--- src/rtl/key_conditioner_pkg.sv ---
// Shared types and helpers for the push-button conditioning block.
package key_conditioner_pkg;

    typedef enum logic [1:0] {
        IDLE,
        PRESS_WAIT,
        HELD,
        RELEASE_WAIT
    } db_state_t;

    function automatic int unsigned ms_to_cycles(input int unsigned clk_hz,
                                                 input int unsigned ms);
        return (clk_hz / 1000) * ms;
    endfunction

    function automatic int unsigned max3(input int unsigned a,
                                         input int unsigned b,
                                         input int unsigned c);
        int unsigned m;
        m = (a > b) ? a : b;
        return (m > c) ? m : c;
    endfunction

endpackage

--- src/rtl/debounce_channel.sv ---
// One key: 2-flop synchronizer, debounce FSM with shared counter, auto-repeat timer.
// Latency: accepted press/release reported DB_CYCLES+2 edges after the first clean sample.
// Backpressure: none; pulses are single-cycle and must be consumed when emitted.
module debounce_channel
    import key_conditioner_pkg::*;
#(
    parameter int unsigned DB_CYCLES     = 1,
    parameter int unsigned HOLD_CYCLES   = 1,
    parameter int unsigned REPEAT_CYCLES = 1,
    parameter bit          REPEAT_EN     = 1'b1,
    parameter int unsigned CNT_W         = 2
) (
    input  logic clk,
    input  logic reset_n,
    input  logic key_n,
    output logic key_level,
    output logic press_pulse,
    output logic release_pulse,
    output logic repeat_pulse
);

    localparam logic [CNT_W-1:0] DB_LIM   = CNT_W'(DB_CYCLES);
    localparam logic [CNT_W-1:0] HOLD_LIM = CNT_W'(HOLD_CYCLES);
    localparam logic [CNT_W-1:0] REP_LIM  = CNT_W'(REPEAT_CYCLES);

    db_state_t        state_q, state_d;
    logic [CNT_W-1:0] cnt_q, cnt_d;
    logic [CNT_W-1:0] cnt_inc;
    logic [CNT_W-1:0] rep_lim;
    logic             sync1_q, sync1_d;
    logic             sync2_q, sync2_d;
    logic             rep_phase_q, rep_phase_d;
    logic             level_q, level_d;
    logic             press_q, press_d;
    logic             release_q, release_d;
    logic             repeat_q, repeat_d;
    logic             key_s;

    assign key_s   = ~sync2_q;
    assign cnt_inc = cnt_q + CNT_W'(1);
    // First repeat waits the long hold time, later ones use the short period.
    assign rep_lim = rep_phase_q ? REP_LIM : HOLD_LIM;

    always_comb begin
        sync1_d     = key_n;
        sync2_d     = sync1_q;
        state_d     = state_q;
        cnt_d       = cnt_q;
        rep_phase_d = rep_phase_q;
        level_d     = level_q;
        press_d     = 1'b0;
        release_d   = 1'b0;
        repeat_d    = 1'b0;
        case (state_q)
            IDLE: begin
                if (key_s) begin
                    state_d = PRESS_WAIT;
                    cnt_d   = CNT_W'(1);
                end
            end
            PRESS_WAIT: begin
                if (!key_s) begin
                    state_d = IDLE;
                    cnt_d   = '0;
                end else if (cnt_q == DB_LIM) begin
                    state_d     = HELD;
                    level_d     = 1'b1;
                    press_d     = 1'b1;
                    cnt_d       = '0;
                    rep_phase_d = 1'b0;
                end else begin
                    cnt_d = cnt_inc;
                end
            end
            HELD: begin
                if (!key_s) begin
                    state_d = RELEASE_WAIT;
                    cnt_d   = CNT_W'(1);
                end else if (REPEAT_EN) begin
                    if (cnt_inc == rep_lim) begin
                        repeat_d    = 1'b1;
                        cnt_d       = '0;
                        rep_phase_d = 1'b1;
                    end else begin
                        cnt_d = cnt_inc;
                    end
                end
            end
            RELEASE_WAIT: begin
                // A release glitch restarts the full hold time so it cannot fire a repeat early.
                if (key_s) begin
                    state_d     = HELD;
                    cnt_d       = '0;
                    rep_phase_d = 1'b0;
                end else if (cnt_q == DB_LIM) begin
                    state_d   = IDLE;
                    level_d   = 1'b0;
                    release_d = 1'b1;
                    cnt_d     = '0;
                end else begin
                    cnt_d = cnt_inc;
                end
            end
            default: begin
                state_d = IDLE;
                cnt_d   = '0;
            end
        endcase
    end

    always_ff @(posedge clk) begin
        if (!reset_n) begin
            sync1_q     <= 1'b1;
            sync2_q     <= 1'b1;
            state_q     <= IDLE;
            cnt_q       <= '0;
            rep_phase_q <= 1'b0;
            level_q     <= 1'b0;
            press_q     <= 1'b0;
            release_q   <= 1'b0;
            repeat_q    <= 1'b0;
        end else begin
            sync1_q     <= sync1_d;
            sync2_q     <= sync2_d;
            state_q     <= state_d;
            cnt_q       <= cnt_d;
            rep_phase_q <= rep_phase_d;
            level_q     <= level_d;
            press_q     <= press_d;
            release_q   <= release_d;
            repeat_q    <= repeat_d;
        end
    end

    assign key_level     = level_q;
    assign press_pulse   = press_q;
    assign release_pulse = release_q;
    assign repeat_pulse  = repeat_q;

endmodule

--- src/rtl/key_conditioner.sv ---
// Conditions N_KEYS raw active-low buttons into clean levels plus press/release/repeat pulses.
// Latency: DEBOUNCE_MS worth of cycles + 2 from a clean key edge to the registered outputs.
// Backpressure: none; channels run independently every cycle.
module key_conditioner
    import key_conditioner_pkg::*;
#(
    parameter int unsigned N_KEYS      = 2,
    parameter int unsigned CLK_HZ      = 50_000_000,
    parameter int unsigned DEBOUNCE_MS = 10,
    parameter int unsigned HOLD_MS     = 500,
    parameter int unsigned REPEAT_MS   = 200,
    parameter bit          REPEAT_EN   = 1'b1
) (
    input  logic              clk,
    input  logic              reset_n,
    input  logic [N_KEYS-1:0] key_n,
    output logic [N_KEYS-1:0] key_level,
    output logic [N_KEYS-1:0] press_pulse,
    output logic [N_KEYS-1:0] release_pulse,
    output logic [N_KEYS-1:0] repeat_pulse
);

    localparam int unsigned DB_CYCLES     = ms_to_cycles(CLK_HZ, DEBOUNCE_MS);
    localparam int unsigned HOLD_CYCLES   = ms_to_cycles(CLK_HZ, HOLD_MS);
    localparam int unsigned REPEAT_CYCLES = ms_to_cycles(CLK_HZ, REPEAT_MS);
    localparam int unsigned CNT_W =
        $clog2(max3(DB_CYCLES, HOLD_CYCLES, REPEAT_CYCLES)) + 1;

    if (DB_CYCLES < 1 || HOLD_CYCLES < 1 || REPEAT_CYCLES < 1) begin : g_bad_timing
        $error("key_conditioner: derived cycle counts must all be at least 1");
    end

    for (genvar i = 0; i < N_KEYS; i++) begin : g_ch
        debounce_channel #(
            .DB_CYCLES     (DB_CYCLES),
            .HOLD_CYCLES   (HOLD_CYCLES),
            .REPEAT_CYCLES (REPEAT_CYCLES),
            .REPEAT_EN     (REPEAT_EN),
            .CNT_W         (CNT_W)
        ) u_ch (
            .clk           (clk),
            .reset_n       (reset_n),
            .key_n         (key_n[i]),
            .key_level     (key_level[i]),
            .press_pulse   (press_pulse[i]),
            .release_pulse (release_pulse[i]),
            .repeat_pulse  (repeat_pulse[i])
        );
    end

endmodule

--- config.mk ---
export PLATFORM = sky130hd
export DESIGN_NAME = key_conditioner
export DESIGN_NICKNAME = d
export VERILOG_FILES = /design/src/rtl/key_conditioner_pkg.sv /design/src/rtl/debounce_channel.sv /design/src/rtl/key_conditioner.sv
export SDC_FILE = /design/constraint.sdc
export NUM_CORES = 1
export LEC_CHECK = 0
export CAP_MARGIN = 20
export CORE_ASPECT_RATIO = 1.4
export CORE_UTILIZATION = 60
export CTS_CLUSTER_SIZE = 10
export DETAILED_ROUTE_END_ITERATION = 7
export DONT_BUFFER_PORTS = 1
export PLACE_DENSITY_LB_ADDON = 0.1
export SLEW_MARGIN = 20
export SYNTH_ARGS = -nofsm -noshare
export SYNTH_HDL_FRONTEND = slang
export SYNTH_SLANG_ARGS = --single-unit
export TNS_END_PERCENT = 1
--- constraint.sdc ---
create_clock -name clk -period 8.7 [get_ports clk]
set_input_delay 2.61 -clock clk [delete_from_list [all_inputs] [get_ports clk]]
set_output_delay 2.61 -clock clk [all_outputs]
set_load 0.02 [all_outputs]
# Word-level counts from Yosys, hierarchy flattened
# Index checks and enable logic that the tools add are counted.
# word_totals
ff_bits,70
elab_cells,129
# classes
n_mux,54
eq_ne,32
n_bitwise,5
n_reduce_logical,18
n_addsub,2
# op_table
operator,n
two-way mux 26 bit,12
one-hot mux 26 bit (4 select lines),2
adder 26 x 1 -> 26 bit (second input constant),2
equality test 26 x 19 -> 1 bit (second input constant),2
equality test 26 bit,2
two-way mux 25 bit,2
two-way mux 2 bit,12
two-way mux 1 bit,20
inequality test 2 x 1 -> 1 bit (second input constant),10
inequality test 2 bit (second input constant),8
one-hot mux 2 bit (4 select lines),2
AND reduction 6 bit,2
OR reduction 3 bit,4
AND reduction 5 bit,2
equality test 2 bit (second input constant),4
AND reduction 4 bit,2
inequality test 3 x 1 -> 1 bit (second input constant),2
inequality test 3 bit (second input constant),2
one-hot mux 1 bit (3 select lines),2
AND reduction 3 bit,2
nonzero test 3 bit,2
inverter 1 bit,5
equality test 2 x 1 -> 1 bit (second input constant),2
zero test 2 bit,2
2 further kinds,4

# Logic depth before layout (Yosys ltp)
# depth
word_depth,5
ltp_mapped,12
ltp_nobuf,10

# By module
# A second synthesis with hierarchy kept.
# unflattened
cells_unflattened,676
area_unflattened_um2,4961.0
# by_module_without_submodules
module,instances,cells_per_inst,seq_area_each_um2,area_each_um2
debounce_channel at g_ch[0].u_ch,1,339,700.7,2524.9
debounce_channel at g_ch[1].u_ch,1,337,700.7,2436.1

# Least setup slack after synthesis
# OpenSTA, ideal clock, no wires.
# synth_path
kind,in2reg
start,input port reset_n
end,register g_ch[1].u_ch.cnt_q[5]
path_stages,7
required_time_ns,8.625
t_arrival_ns,3.978
n_path_buf,2
setup_ns,0.075
setup_slack_ns,4.647
cell_sequence,clkbuf_1 nand2_1 nor3_1 a21o_1 clkbuf_1 o21ai_0 o22ai_1
# synth_lines
element,line_no,text
from (decl),key_conditioner.sv:15,"input logic reset_n,"
to (signal assigned),debounce_channel.sv:126,cnt_q <= cnt_d;
to (decl),debounce_channel.sv:27,"logic [CNT_W-1:0] cnt_q, cnt_d;"

# Worst setup path after layout
# layout_path
start,register g_ch[1].u_ch.cnt_q[0]
end,register g_ch[1].u_ch.cnt_q[10]
# layout_via
elab_chain_cells,5
elab_cells_between_ends,9
# layout_rtl
element,line_no,text
adder 26 x 1 -> 26 bit,debounce_channel.sv:40,assign cnt_inc = cnt_q + CNT_W'(1);
equality test 26 bit,debounce_channel.sv:80,if (cnt_inc == rep_lim) begin
two-way mux 26 bit,debounce_channel.sv:80,
two-way mux 26 bit,debounce_channel.sv:76,if (!key_s) begin
one-hot mux 26 bit (4 select lines) (*),debounce_channel.sv:54,case (state_q)
# Every way passes the cells marked *; elsewhere a longest branch is shown, timed or not.
# A chain may end at the register's enable or synchronous reset.

==> impl_metrics.tcl <==
set metrics [dict create \
    clk_path_buf_depth 2 \
    numPortBuffers 0 \
    avgViaCountPerCell 6.736 \
    postCtsHoldBufs 0 \
    total_power_w 0.0007416 \
    cp.required_ns 8.93 \
    path_max_fanout 31 \
    dieHeight_um 110.3 \
    gr-total-overflow 0 \
    synthFlopType "dfxtp_1" \
    synth_edf_count 0 \
    end_kind "register" \
    htreeDepth 3 \
    start_util 0.6165 \
    yosys.cell_types.count 73 \
    yosysWarnings 0 \
    drive_gt1_frac 0.07553 \
    cts_buffers 9 \
    critPathKind "register to register" \
    status "finished, final reports clean" \
    dp_slack_ns 4.680 \
    ys_ff_latch 70 \
    grt_pass1_vias 4330 \
    gp_congestion 0.9561 \
    stdcell_count 711 \
    syn_area_mm2 0.005024 \
    finalHoldViolCount 0 \
    num_vias 4789 \
    fin_util 0.6344 \
    cts_tree "yes" \
    rows 39 \
    p_per_area_mw_per_mm2 143.4 \
    grt_pass1_wl_um 20830 \
    drc_errors 0 \
    skew_ns 0.006213 \
    synth_nets 663 \
    io_pins 12 \
    worst_pin_slew_ns 1.027 \
    avgSynthCellArea_um2 7.670 \
    vdd_drop_max_mv 0.1286 \
    leakage_nw 1.734 \
    worstPathArrival_ns 4.13 \
    clk_pin_slew_worst_paths_ns 0.06 \
    synth-seq-area-share 0.2790 \
    first_iter_violations 367 \
    fin_tns_setup_ns 0 \
    die_x_um 79.34 \
    core_area_mm2 0.008149 \
    drt-pass1-iter-count 7 \
    maxSlewHeadroom 0.3139 \
    antenna_found_initial 0 \
    drv_slew 0 \
    start_kind "register" \
    grt_use_total 0.3067 \
    finalCritPeriodShare 0.4479 \
    rsz0062_at_grt "false" \
    final.setup.worst_slack_ns 4.803 \
    antennaDiodeCount 0 \
    syn_inst 655 \
    maxCapViolCount 0 \
    setup_viol 0 \
    clock_latency_ns 0.34 \
    cts-root-buf "clkbuf_16" \
    ctsResizeCount 0 \
    hold_class "register to register" \
    die_area_mm2 0.008748 \
    area_growth_pct 2.914 \
    wl_um 12730 \
    postRouteAntennaNets 0 \
    hpwl_um 9043 \
    fin_crit_ns 3.897 \
    cts_sinks 70 \
    wl_per_cell_um 17.90 \
    async_flop_share 0 \
    final_nets 612 \
    fmax_ghz 0.2566 \
    post_cts_buffers 0 \
    grt_start_max_net_pins 32 \
    dp.cells 695 \
]
==> report_power, final <==
| group | leakage (nW) | total (W) | internal (W) | switching [W] |
|---|---|---|---|---|
| sequential | 0.565 | 0.000325 | 0.000322 | 0.00000294 |
| clock | 0.148 | 0.000401 | 0.000259 | 0.000142 |
| combinational | 1.02 | 0.0000155 | 0.00000483 | 0.0000106 |
| total | 1.73 | 0.000742 | 0.000586 | 0.000156 |
==> cell usage in the layout, fill, tap and decap left out, drive strengths merged, types with 5 or more instances in the layout <==
master,count
a21o,14
a21oi,17
a31oi,10
and2,11
and3,17
and4,12
clkbuf,11
dfxtp,70
inv,17
nand2,64
nand2b,9
nand3,33
nand4,25
nor2,46
nor2b,10
nor3,16
nor4,29
nor4b,9
o211ai,16
o21ai,41
o22ai,5
o31ai,15
or2,5
or3,6
or4,7
xnor2,18
xor2,12
==> layout make-up <==
cell class                 count  area, um2
timing repair buffer           2      15.01
clock buffer                  11      242.7
inverter                      17      63.81
multi-input combinational    504       3237
fill                         722       2979
sequential                    70       1401
clock inverter                 5      82.58
tap                          102      127.6
==> Yosys cell counts (6+ instances only) <==
| cell type | n | share of area |
|---|---|---|
| buf_2 | 19 | 0.019 |
| or3_1 | 6 | 0.0075 |
| nor4b_1 | 9 | 0.016 |
| nand2_1 | 63 | 0.047 |
| nand3_1 | 32 | 0.032 |
| clkbuf_1 | 31 | 0.023 |
| a21o_1 | 14 | 0.021 |
| nor2_1 | 46 | 0.034 |
| inv_1 | 17 | 0.013 |
| nand2b_1 | 9 | 0.011 |
| nor3_1 | 15 | 0.015 |
| nor2b_1 | 10 | 0.012 |
| buf_4 | 9 | 0.013 |
| o211ai_1 | 16 | 0.024 |
| o31ai_1 | 15 | 0.022 |
| and2_1 | 11 | 0.014 |
| nand4_1 | 23 | 0.029 |
| and3_1 | 17 | 0.021 |
| dfxtp_1 | 70 | 0.28 |
| a31oi_1 | 10 | 0.012 |
| xnor2_1 | 18 | 0.031 |
| o21ai_0 | 36 | 0.036 |
| a21oi_1 | 17 | 0.017 |
| xor2_1 | 12 | 0.021 |
| nor4_1 | 26 | 0.032 |
| and4_1 | 12 | 0.021 |
==> flip-flops by register name, indices dropped and copies added (netlist names), named ones only <==
register                 count
g_ch.u_ch.press_pulse        2
g_ch.u_ch.state_q            2
g_ch.u_ch.release_pulse      2
g_ch.u_ch.sync2_q            2
g_ch.u_ch.cnt_q             52
g_ch.u_ch.repeat_pulse       2
g_ch.u_ch.sync1_q            2
g_ch.u_ch.key_level          2
g_ch.u_ch.rep_phase_q        2
==> path summary, 6_finish.rpt <==
kind,to,slack (ns),depth (start not counted),from
worst max-delay path,g_ch[1].u_ch.cnt_q[10]$_SDFFE_PN0P_,4.80,11,g_ch[1].u_ch.cnt_q[0]$_SDFFE_PN0P_
worst min-delay path,g_ch[0].u_ch.sync2_q$_SDFF_PN1_,0.40,1,g_ch[0].u_ch.sync1_q$_SDFF_PN1_
worst max register to register,g_ch[1].u_ch.cnt_q[10]$_SDFFE_PN0P_,4.80,11,g_ch[1].u_ch.cnt_q[0]$_SDFFE_PN0P_
worst min register to register,g_ch[0].u_ch.sync2_q$_SDFF_PN1_,0.40,1,g_ch[0].u_ch.sync1_q$_SDFF_PN1_
==> routing by layer <==
metal,track usage,wire (um),vias to the layer above,share of wire
met5,0,0,-,0
met4,0.1909,592,0,0.047
met3,0.04280,524,44,0.041
met2,0.5450,6551,167,0.51
met1,0.3431,5056,2267,0.40
li1,-,-,2311,-
==> through the flow <==
step | hold WS (ns) | cell area, um2
floorplan | 0.3863 | 5024
global placement | 0.3908 | 4838
detailed placement | 0.3932 | 4838
CTS | 0.4025 | 5164
global route | 0.4169 | 5170
finish | 0.4032 | 5170
==> cells by family (layout without fill, tap and decap cells) <==
group | after synthesis | after routing | share of synthesized area
AO/OA/AOI/OAI | 154 | 154 | 0.2142
XOR/XNOR | 30 | 30 | 0.05230
adder cells (fa/ha/maj) | 4 | 4 | 0.009963
buffers and inverters | 81 | 35 | 0.07795
flip-flops | 70 | 70 | 0.2790
multiplexers | 2 | 2 | 0.004234
AND/OR/NAND/NOR | 314 | 314 | 0.3624
==> worst max-delay path, stage by stage (launching register included) <==
cell      delay (ns)
dfxtp_1         0.51
ha_1            0.35
nand4_2         0.30
nor4_4          0.48
o311ai_0        0.24
a21oi_1         0.27
o211ai_1        0.14
o32a_2          0.48
a221oi_4        0.29
buf_4           0.35
o21ai_0         0.14
a21o_1          0.21
No activity file was read; power rests on OpenSTA's default activity.
